## config.mk

```make
export PLATFORM = sky130hd
export DESIGN_NAME = serial_adder
export DESIGN_NICKNAME = d
export VERILOG_FILES = /design/src/rtl/serial_adder.sv
export SDC_FILE = /design/constraint.sdc
export NUM_CORES = 1
export LEC_CHECK = 0
export CORE_ASPECT_RATIO = 0.9
export CORE_UTILIZATION = 35
export DETAILED_ROUTE_END_ITERATION = 12
export HOLD_SLACK_MARGIN = 0.05
export PLACE_DENSITY = 0.61
export SKIP_LAST_GASP = 1
export SLEW_MARGIN = 20
export SYNTH_ARGS = -nofsm -noshare
export SYNTH_HDL_FRONTEND = slang
export SYNTH_SLANG_ARGS = --single-unit
```

## constraint.sdc

```tcl
create_clock -name Clk -period 1.53 [get_ports Clk]
set_clock_uncertainty 0.2 [all_clocks]
set_input_delay 0.306 -clock Clk [delete_from_list [all_inputs] [get_ports Clk]]
set_output_delay 0.306 -clock Clk [all_outputs]
set_load 0.02 [all_outputs]
```

## src/rtl/serial_adder.sv

```systemverilog
// rtl/serial_adder.sv - bit-serial ripple adder with registered carry (optional Overflow via SERIAL_ADDER_OVF_EN)
module serial_adder #(
  parameter int WIDTH = 8
) (
  input  logic             Clk,
  input  logic             Reset,
  input  logic             Start,
  input  logic [WIDTH-1:0] A,
  input  logic [WIDTH-1:0] B,
  input  logic             Cin,
  output logic             Busy,
  output logic             Done,
  output logic [WIDTH-1:0] Sum,
`ifdef SERIAL_ADDER_OVF_EN
  output logic             Carry,
  output logic             Overflow
`else
  output logic             Carry
`endif
);

  localparam int CW = $clog2(WIDTH);
  localparam logic [CW-1:0] LAST_BIT = CW'(WIDTH - 1);

  typedef enum logic [1:0] {
    IDLE  = 2'd0,
    SHIFT = 2'd1,
    DONE  = 2'd2
  } state_t;

  state_t           state_q, state_d;
  logic [WIDTH-1:0] a_q, a_d;
  logic [WIDTH-1:0] b_q, b_d;
  logic [WIDTH-1:0] res_q, res_d;
  logic             c_q, c_d;
  logic [CW-1:0]    cnt_q, cnt_d;
  logic [WIDTH-1:0] sum_q, sum_d;
  logic             carry_q, carry_d;
  logic             busy_q, busy_d;
  logic             done_q, done_d;
`ifdef SERIAL_ADDER_OVF_EN
  logic             ovf_q, ovf_d;
`endif

  // Full adder on the current LSBs, built as two half adders plus an OR.
  logic ha1_s, ha1_c, ha2_s, ha2_c, c_nxt;
  assign ha1_s = a_q[0] ^ b_q[0];
  assign ha1_c = a_q[0] & b_q[0];
  assign ha2_s = ha1_s ^ c_q;
  assign ha2_c = ha1_s & c_q;
  assign c_nxt = ha1_c | ha2_c;

  // Next-state and datapath: capture in IDLE, one bit per edge in SHIFT, publish on the last bit.
  always_comb begin
    state_d = state_q;
    a_d     = a_q;
    b_d     = b_q;
    res_d   = res_q;
    c_d     = c_q;
    cnt_d   = cnt_q;
    sum_d   = sum_q;
    carry_d = carry_q;
    busy_d  = 1'b0;
    done_d  = 1'b0;
`ifdef SERIAL_ADDER_OVF_EN
    ovf_d   = ovf_q;
`endif
    case (state_q)
      IDLE: begin
        if (Start) begin
          a_d     = A;
          b_d     = B;
          c_d     = Cin;
          res_d   = '0;
          cnt_d   = '0;
          busy_d  = 1'b1;
          state_d = SHIFT;
        end
      end
      SHIFT: begin
        res_d = {ha2_s, res_q[WIDTH-1:1]};
        a_d   = a_q >> 1;
        b_d   = b_q >> 1;
        c_d   = c_nxt;
        if (cnt_q == LAST_BIT) begin
          sum_d   = {ha2_s, res_q[WIDTH-1:1]};
          carry_d = c_nxt;
`ifdef SERIAL_ADDER_OVF_EN
          // c_q here is the carry into the MSB, c_nxt the carry out of it.
          ovf_d   = c_q ^ c_nxt;
`endif
          done_d  = 1'b1;
          state_d = DONE;
        end else begin
          cnt_d  = cnt_q + CW'(1);
          busy_d = 1'b1;
        end
      end
      DONE: begin
        state_d = IDLE;
      end
      default: begin
        state_d = IDLE;
      end
    endcase
  end

  // State and datapath registers; reset aborts any operation in flight.
  always_ff @(posedge Clk or posedge Reset) begin
    if (Reset) begin
      state_q <= IDLE;
      a_q     <= '0;
      b_q     <= '0;
      res_q   <= '0;
      c_q     <= 1'b0;
      cnt_q   <= '0;
      sum_q   <= '0;
      carry_q <= 1'b0;
      busy_q  <= 1'b0;
      done_q  <= 1'b0;
`ifdef SERIAL_ADDER_OVF_EN
      ovf_q   <= 1'b0;
`endif
    end else begin
      state_q <= state_d;
      a_q     <= a_d;
      b_q     <= b_d;
      res_q   <= res_d;
      c_q     <= c_d;
      cnt_q   <= cnt_d;
      sum_q   <= sum_d;
      carry_q <= carry_d;
      busy_q  <= busy_d;
      done_q  <= done_d;
`ifdef SERIAL_ADDER_OVF_EN
      ovf_q   <= ovf_d;
`endif
    end
  end

  assign Busy  = busy_q;
  assign Done  = done_q;
  assign Sum   = sum_q;
  assign Carry = carry_q;
`ifdef SERIAL_ADDER_OVF_EN
  assign Overflow = ovf_q;
`endif

endmodule
```

# ---- Word level (Yosys, flattened, before mapping)
# Index checks and enable logic that the tools add are counted.
dict set report op_classes {
  bitwise_logic 5
  mux 19
  reduce_logical 6
  n_addsub 1
  eq_ne 5
}
# cell count
set ops {}
lappend ops {{case mux 8 bit (2 select lines)} 3}
lappend ops {{2-to-1 mux 8 bit} 3}
lappend ops {{2-to-1 mux 3 bit} 2}
lappend ops {{inequality test 2 bit (second input constant)} 3}
lappend ops {{case mux 3 bit (2 select lines)} 1}
lappend ops {{AND reduction 2 bit} 3}
lappend ops {{2-to-1 mux 1 bit} 5}
lappend ops {{2-to-1 mux 2 bit} 2}
lappend ops {{case mux 1 bit (2 select lines)} 2}
lappend ops {{case mux 2 bit (2 select lines)} 1}
lappend ops {{adder 3 x 1 -> 3 bit (second input constant)} 1}
lappend ops {{equality test 3 bit (second input constant)} 1}
lappend ops {{AND reduction 3 bit} 1}
lappend ops {{AND 1 bit} 2}
lappend ops {{equality test 2 x 1 -> 1 bit (second input constant)} 1}
lappend ops {{zero test 2 bit} 1}
lappend ops {{nonzero test 2 bit} 1}
lappend ops {{XOR 1 bit} 2}
lappend ops {{OR 1 bit} 1}
dict set report totals {
  word_cells 46
  input_bits 20
  regBits 41
  out_inout_bits 11
}

# ---- Depth between registers and ports, before layout
# Gate-level depths: netlist (run 1).
dict set report logic_depth {
  word_depth 4
  depth_mapped 6
  depth_no_buf 5
}

# ---- Worst setup path after synthesis (run 1)
# Ideal clock, no wire load.
dict set report synth_path {
  path_type {flip-flop to flip-flop}
  from {reg cnt_q[0]}
  to {reg cnt_q[0]}
  synth_period_minus_slack_ps 1649
  t_arrival_ps 1328
  n_path_buf 1
  stages_incl_launch_ff 6
  path_slack_ps -119
  required_time_ps 1209
  setup_ps 121
  path_cell_list {dfrtp_1 > ha_1 > ha_1 > buf_2 > mux2_2 > a22o_1}
}
dict set report synth_between {
  elab_chain_cells 3
  word_cells_on_any_way 6
  cone_classes {add/sub (1); eq/ne (2); mux (2); reduce/logical (1)}
}
# item line
set synth_rtl {}
lappend synth_rtl {{start: declaration} 36} ;# logic [CW-1:0] cnt_q, cnt_d;
lappend synth_rtl {{start signal: assignment} 130} ;# cnt_q <= cnt_d;
lappend synth_rtl {{adder 3 x 1 -> 3 bit or equality test 3 bit (tied branches)} {95, 85}}
lappend synth_rtl {{2-to-1 mux 3 bit or inequality test 2 bit (tied branches)} --}
lappend synth_rtl {{case mux 3 bit (2 select lines) or AND reduction 3 bit (tied branches)} --}
# Parallel ways exist; a longest one is shown, timed or not. The select of a mux whose other input is x is not followed.
# A chain may end at the register's enable or synchronous reset.

# ---- Worst setup path after layout (run 1)
dict set report layout_path {
  from {reg cnt_q[0]}
  to {reg sum_q[7] (netlist: Sum[7])}
}
dict set report layout_between {
  elab_chain_cells 2
}
# item line
set layout_rtl {}
lappend layout_rtl {{equality test 3 bit} 85} ;# if (cnt_q == LAST_BIT) begin
lappend layout_rtl {{AND reduction 2 bit (no source line)} --}
lappend layout_rtl {{end signal: assignment} 131} ;# sum_q <= sum_d;
lappend layout_rtl {{end: declaration} 37} ;# logic [WIDTH-1:0] sum_q, sum_d;
# Every way passes these cells.

==> flow_summary.toml, run 1 <==
[power_and_ir_drop]
pwr-share-seq_pct = 37.3
p_per_area_nw_per_um2 = 2094
comb_power_share_pct = 45.8
p_total_mw = 5.076
p_leak_nw = 1.056
p_int_mw = 3.241
p_switching_mw = 1.835
switching_share_pct = 36.16
p_clk_share_pct = 16.8
ir_drop_uv = 725.3

[worst_setup_path]
cp-start-kind = "register"
crit_path_max_fanout = 9
critical_path_required_ps = 1520
worstSetupPathType = "register to register"
end_kind = "register"
cp.arrival_ps = 1550

[global_routing]
grt_max_degree = 41
antenna_found_initial = 0
grt-ovfl-total = 0
grt_pass1_vias = 1467
grtUsageTotal_pct = 15.96
grt_pass1_wl_mm = 6.575

[synthesis]
yosys_most_used_dff = "dfrtp_1"
syn-instance-count = 157
yosys_warnings = 0
syn_area_per_cell_sq_um = 11.19
ys_ff_latch = 40
synthArstFlopShare_pct = 100.0
synthDistinctLibCells = 22
synth_nets = 180
synth_edf_count = 0
ys_seq_area_share_pct = 56.98
syn_area_sq_um = 1757

[floorplan]
coreArea_sq_um = 4835
ios = 31
start_util_pct = 36.34
rows = 24
die_y_um = 69.21
die_w_um = 76.68
dieArea_sq_um = 5307

[status]
status = "complete, but fails checks"
violations = "negative setup slack"

[routing]
drt-total-wl_mm = 3.735
drc = 0
wl_per_cell_um = 13.99
num_vias = 1443
first_pass_iters = 5
drtIter0Drc = 69
via_per_inst = 5.404
antenna_left = 0

[sta]
fin_setup_tns_ps = -92.41
hold_ws_ps = 164.8
rsz0062_at_grt = "yes"
fmax_mhz = 641.1
fin_crit_ps = 1560
slew_violations = 0
setup-violations-final = 9
timing.final.ws_setup_ps = -29.71
max-slew-margin-rel_pct = 78.99
timing.final.crit_share_pct = 101.9
hold_violations = 0
worst_slew_pin_slew_ps = 315.1

[clock_network]
clk_pin_slew_worst_paths_ps = 80
cts-htree-levels = 2
cts_sinks = 40
root_buffer = "clkbuf_8"
cts_tree = "done"
numCtsBuffers = 5
clock_path_buffers = 2
clk_latency_ps = 300
hold_buffers = 0

[placement]
hpwl_mm = 2.539
place_area_sq_um = 2288
place.gp.congestion = 0.7840
dp_slack_ps = -192.8
portBuffers = 30

[cells_and_area]
area_growth_pct = 37.96
insertedDiodeCount = 0
drive_gt1_share_pct = 21.78
postLayoutCellArea_sq_um = 2424
nNetsFinal = 224

[worst_hold_path]
hp-class = "input pin to async pin"

[job]
maxCapViolCount = 0
layer usage:
| metal | global-route usage (%) | up-vias | wire (um) |
|---|---|---|---|
| li1 | - | 670 | - |
| met1 | 18.51 | 703 | 1624 |
| met2 | 26.98 | 54 | 1847 |
| met3 | 4.211 | 14 | 144 |
| met4 | 8.333 | 2 | 86 |
| met5 | 0 | - | 33 |
power by group through the flow:
stage	sequential, mW	clock [mW]	combinational [mW]
2_1_floorplan	2.00	0	1.43
3_3_place_gp	1.88	0	2.27
3_5_place_dp	1.92	0	2.38
4_1_cts	1.89	0.877	2.31
5_1_grt	1.96	0.909	2.58
6_report	1.90	0.854	2.33
Yosys cell counts, types with 3 or more instances:
cell | instances | area, sq um
a22o_1 | 12 | 105.1
clkbuf_1 | 3 | 11.26
mux2_1 | 7 | 78.83
dfrtp_1 | 40 | 1001
o22ai_1 | 15 | 93.84
buf_2 | 7 | 35.03
nor3_1 | 45 | 225.2
inv_1 | 3 | 11.26
mux2_2 | 3 | 33.78
o21ai_0 | 4 | 20.02
worst max-delay path, cell delays in order (launching register included):
cell and delay (ps):
dfrtp_1 360, ha_2 190, ha_4 200, nand2_8 110
inv_4 70, mux2_2 320
layout make-up:
class	count	area (sq um)
well taps	65	81.33
fillers	444	2411
multi-input cells	101	738.2
clock buffers	6	72.57
flip-flops and latches	40	1001
clock inverters	2	35.03
repair buffers	49	478.0
inverters	4	17.52
through the flow:
| stage | instances | utilization (%) |
|---|---|---|
| 3_3_place_gp | 257 | 47.33 |
| 3_5_place_dp | 257 | 47.33 |
| 5_1_grt | 267 | 50.13 |
| 6_report | 267 | 50.13 |
| 2_1_floorplan | 157 | - |
| 4_1_cts | 266 | 49.43 |
final timing paths:
kind                            startpoint  slack (ps)  cells past startpoint       end
worst max-delay path              cnt_q[0]         -30                      5    Sum[7]
worst min-delay path                 Reset         160                      3    Sum[3]
worst max register to register    cnt_q[0]         -30                      5    Sum[7]
worst min register to register    res_q[1]         310                      1  res_q[1]
max in group asynchronous            Reset         770                      3    b_q[2]
min in group Clk                  res_q[1]         310                      1  res_q[1]
state kept, by name (all words and copies together) (netlist names):
signal   flops
cnt_q        3
a_q          8
Done         1
b_q          8
Sum          8
c_q          1
Busy         1
Carry        1
res_q        7
state_q      2
cells in the final DEF (no fill, tap or decap), types with 2 or more instances in the layout:
cell / synthesis / final
a21oi_1: 2 / 2
a22o_1: 12 / 12
buf_12: 0 / 3
buf_4: 2 / 16
clkbuf_8: 0 / 5
clkdlybuf4s15_1: 0 / 9
clkdlybuf4s50_1: 0 / 19
dfrtp_1: 40 / 40
dlygate4sd2_1: 0 / 2
inv_1: 3 / 3
mux2_2: 3 / 3
mux2_4: 0 / 7
nand2_1: 2 / 2
nor2b_1: 2 / 2
nor3_1: 45 / 43
nor3_2: 0 / 2
o21ai_0: 4 / 4
o22ai_1: 15 / 15
kinds of logic (layout without fill, tap and decap cells):
group | count (synthesis) | after routing | share of synthesized area, %
flip-flops | 40 | 40 | 56.98
multiplexers | 10 | 10 | 6.410
buffers and inverters | 16 | 61 | 4.344
adder cells (fa/ha/maj) | 3 | 3 | 2.564
AO/OA/AOI/OAI | 34 | 34 | 13.32
AND/OR/NAND/NOR | 54 | 54 | 16.38
what timing repair did:
item / in CTS / in global routing
pin swaps: 0 / 1
setup buffers: 1 / 1
setup endpoints to repair: 21 / 29
gates resized for setup: 11 / 12
Note: power is estimated with default switching activity, not from simulation.
==> inputs of run 2 (changes only) <==
--- a/config.mk
+++ b/config.mk
@@ -7,9 +7,11 @@
 export LEC_CHECK = 0
 export CORE_ASPECT_RATIO = 0.9
 export CORE_UTILIZATION = 35
+export CTS_CLUSTER_SIZE = 8
 export DETAILED_ROUTE_END_ITERATION = 12
 export HOLD_SLACK_MARGIN = 0.05
 export PLACE_DENSITY = 0.61
+export SETUP_SLACK_MARGIN = 0.4
 export SKIP_LAST_GASP = 1
 export SLEW_MARGIN = 20
 export SYNTH_ARGS = -nofsm -noshare
==> constraint.sdc (replaced) <==
create_clock -name Clk -period 1.3 [get_ports Clk]
set_clock_uncertainty 0.2 [all_clocks]
set_input_delay 0.26 -clock Clk [delete_from_list [all_inputs] [get_ports Clk]]
set_output_delay 0.26 -clock Clk [all_outputs]
set_load 0.02 [all_outputs]
==> run 2 against run 1 <==
Net effect: the run still ends with negative setup slack left; global-route usage increased by 4.3 points; routed wire length increased by 38%; via count increased by 8.9%; worst hold slack improved by 5.2 ps; count of clock-buffer cells in the layout increased by 1; register-to-register slack got worse by 260 ps; critical path depth unchanged; sequential cell count unchanged; fmax decreased by 2.1%; first-iteration DRC count increased by 54%; critical path type unchanged.
==> flow_summary.toml, run 2 (synthesis results as in run 1) <==
[placement]
dp_slack_ps = -368.7
place.gp.congestion = 0.7412
hpwl_mm = 2.776
place_area_sq_um = 2520
portBuffers = 30
dp.cells = 265

[sta]
setup-violations-final = 38
timing.final.ws_setup_ps = -293.5
fin_crit_ps = 1593
slew_violations = 0
worst_slew_pin_slew_ps = 252.7
timing.final.crit_share_pct = 122.6
hold_ws_ps = 170.0
rsz0062_at_grt = "yes"
fmax_mhz = 627.6
hold_violations = 0
max-slew-margin-rel_pct = 83.14

[worst_setup_path]
r2r-end = "cnt_q[0]"
critical_path_required_ps = 1280
r2r_slack_ps = -290
cp.arrival_ps = 1570
rr_worst_depth = 5
cp-start-kind = "register"
cp-startpoint = "cnt_q[0]"
worstSetupPathType = "register to register"
crit_path_max_fanout = 8
end_kind = "register"
r2r-start = "cnt_q[0]"

[cells_and_area]
mostFrequentLayoutCells = "dfrtp_1, buf_4, nor3_2"
layout_commonest_cell = "dfrtp_1"
area_growth_pct = 83.83
insertedDiodeCount = 0
drive_gt1_share_pct = 60.34
nNetsFinal = 254
postLayoutCellArea_sq_um = 3229
layout.area.seq_sq_um = 1003
multi_input_area_sq_um = 1142
fill_cells = 340
instances_no_fill = 297

[floorplan]
die_y_um = 69.21
ios = 31
rows = 24
die_w_um = 76.68
start_util_pct = 36.34
dieArea_sq_um = 5307
coreArea_sq_um = 4835

[global_routing]
antenna_found_initial = 0
grt_max_degree = 41
grt_pass1_wl_mm = 8.266
grt_pass1_vias = 1626
grtUsageTotal_pct = 20.29
grt-ovfl-total = 0

[clock_network]
root_buffer = "clkbuf_8"
clk_latency_ps = 290
clk_pin_slew_worst_paths_ps = 80
cts-htree-levels = 2
cts_tree = "done"
numCtsBuffers = 5
clock_path_buffers = 2
cts_sinks = 40

[routing]
via_per_inst = 5.290
wl_per_cell_um = 17.31
drc = 0
drt-total-wl_mm = 5.142
num_vias = 1571
first_pass_iters = 6
drtIter0Drc = 106
antenna_left = 0

[power_and_ir_drop]
p_leak_nw = 1.408
ir_drop_uv = 1283
p_per_area_nw_per_um2 = 2490

[worst_hold_path]
hp-class = "input pin to async pin"

[status]
violations = "negative setup slack"
status = "complete, but fails checks"

[job]
maxCapViolCount = 0
run 2: cell types whose count changed in the layout (fill, tap and decap cells not counted), sizes merged:
cell / before / now
buf: 19 / 55
dlygate4sd2: 2 / 1
clkbuf: 6 / 8
clkinvlp: 0 / 1
clkdlybuf4s50: 19 / 18
inv: 4 / 3
nand2b: 2 / 4
clkinv: 1 / 0
bufbuf: 0 / 1
nand2: 3 / 4
clkdlybuf4s15: 9 / 0
run 2: metal layers:
| metal | track usage [%] | vias up | routed length [um] |
|---|---|---|---|
| li1 | - | 743 | - |
| met5 | 0 | - | 0 |
| met2 | 31.45 | 31 | 2617 |
| met1 | 27.09 | 788 | 2259 |
| met4 | 8.333 | 0 | 69 |
| met3 | 5.132 | 9 | 196 |
run 2: worst max path at each step:
stage,end,slack (ps),cells after the start
after floorplan,cnt_q[0],-280,5
after global placement,b_q[0],-330,5
after detailed placement,b_q[1],-370,5
after CTS,cnt_q[0],-300,5
after global routing,Sum[7],-360,5
final,cnt_q[0],-290,5
run 2: cell type report:
type	count	area share, %
clock inverter	1	0.9299
clock buffer	7	2.983
inverter	4	0.9686
tap	65	2.518
timing repair buffer	76	26.15
multi-input combinational	104	35.37
sequential	40	31.07
run 2: report_power, final:
group	switching [mW]	internal, mW	total (mW)
logic	2.01	2.55	4.56
clock network	0.427	0.678	1.10
registers	0.549	1.83	2.38
total	2.99	5.05	8.04
run 2: through the flow:
step                      TNS [ps]  utilization, %  total power, mW
after floorplan              -3258               -            4.493
after global placement      -11010           52.12            5.327
after detailed placement    -11800           52.12            5.493
after CTS                    -4379           61.67            7.373
after global routing         -6819           66.80            8.515
final                        -4905           66.80            8.042
run 2: repair_timing:
item,CTS,global route
hold endpoints to repair,0,0
hold buffers,0,0
gates cloned,6,1
pin swaps,14,23
setup buffers,7,10
setup endpoints to repair,51,51
resized for setup,102,28
run 2: critical path: stages, from the launching register on:
cell and delay [ps]:
dfrtp_1 370, ha_2 190, ha_4 240, nor2_4 60, mux2_2 250, a22o_1 170
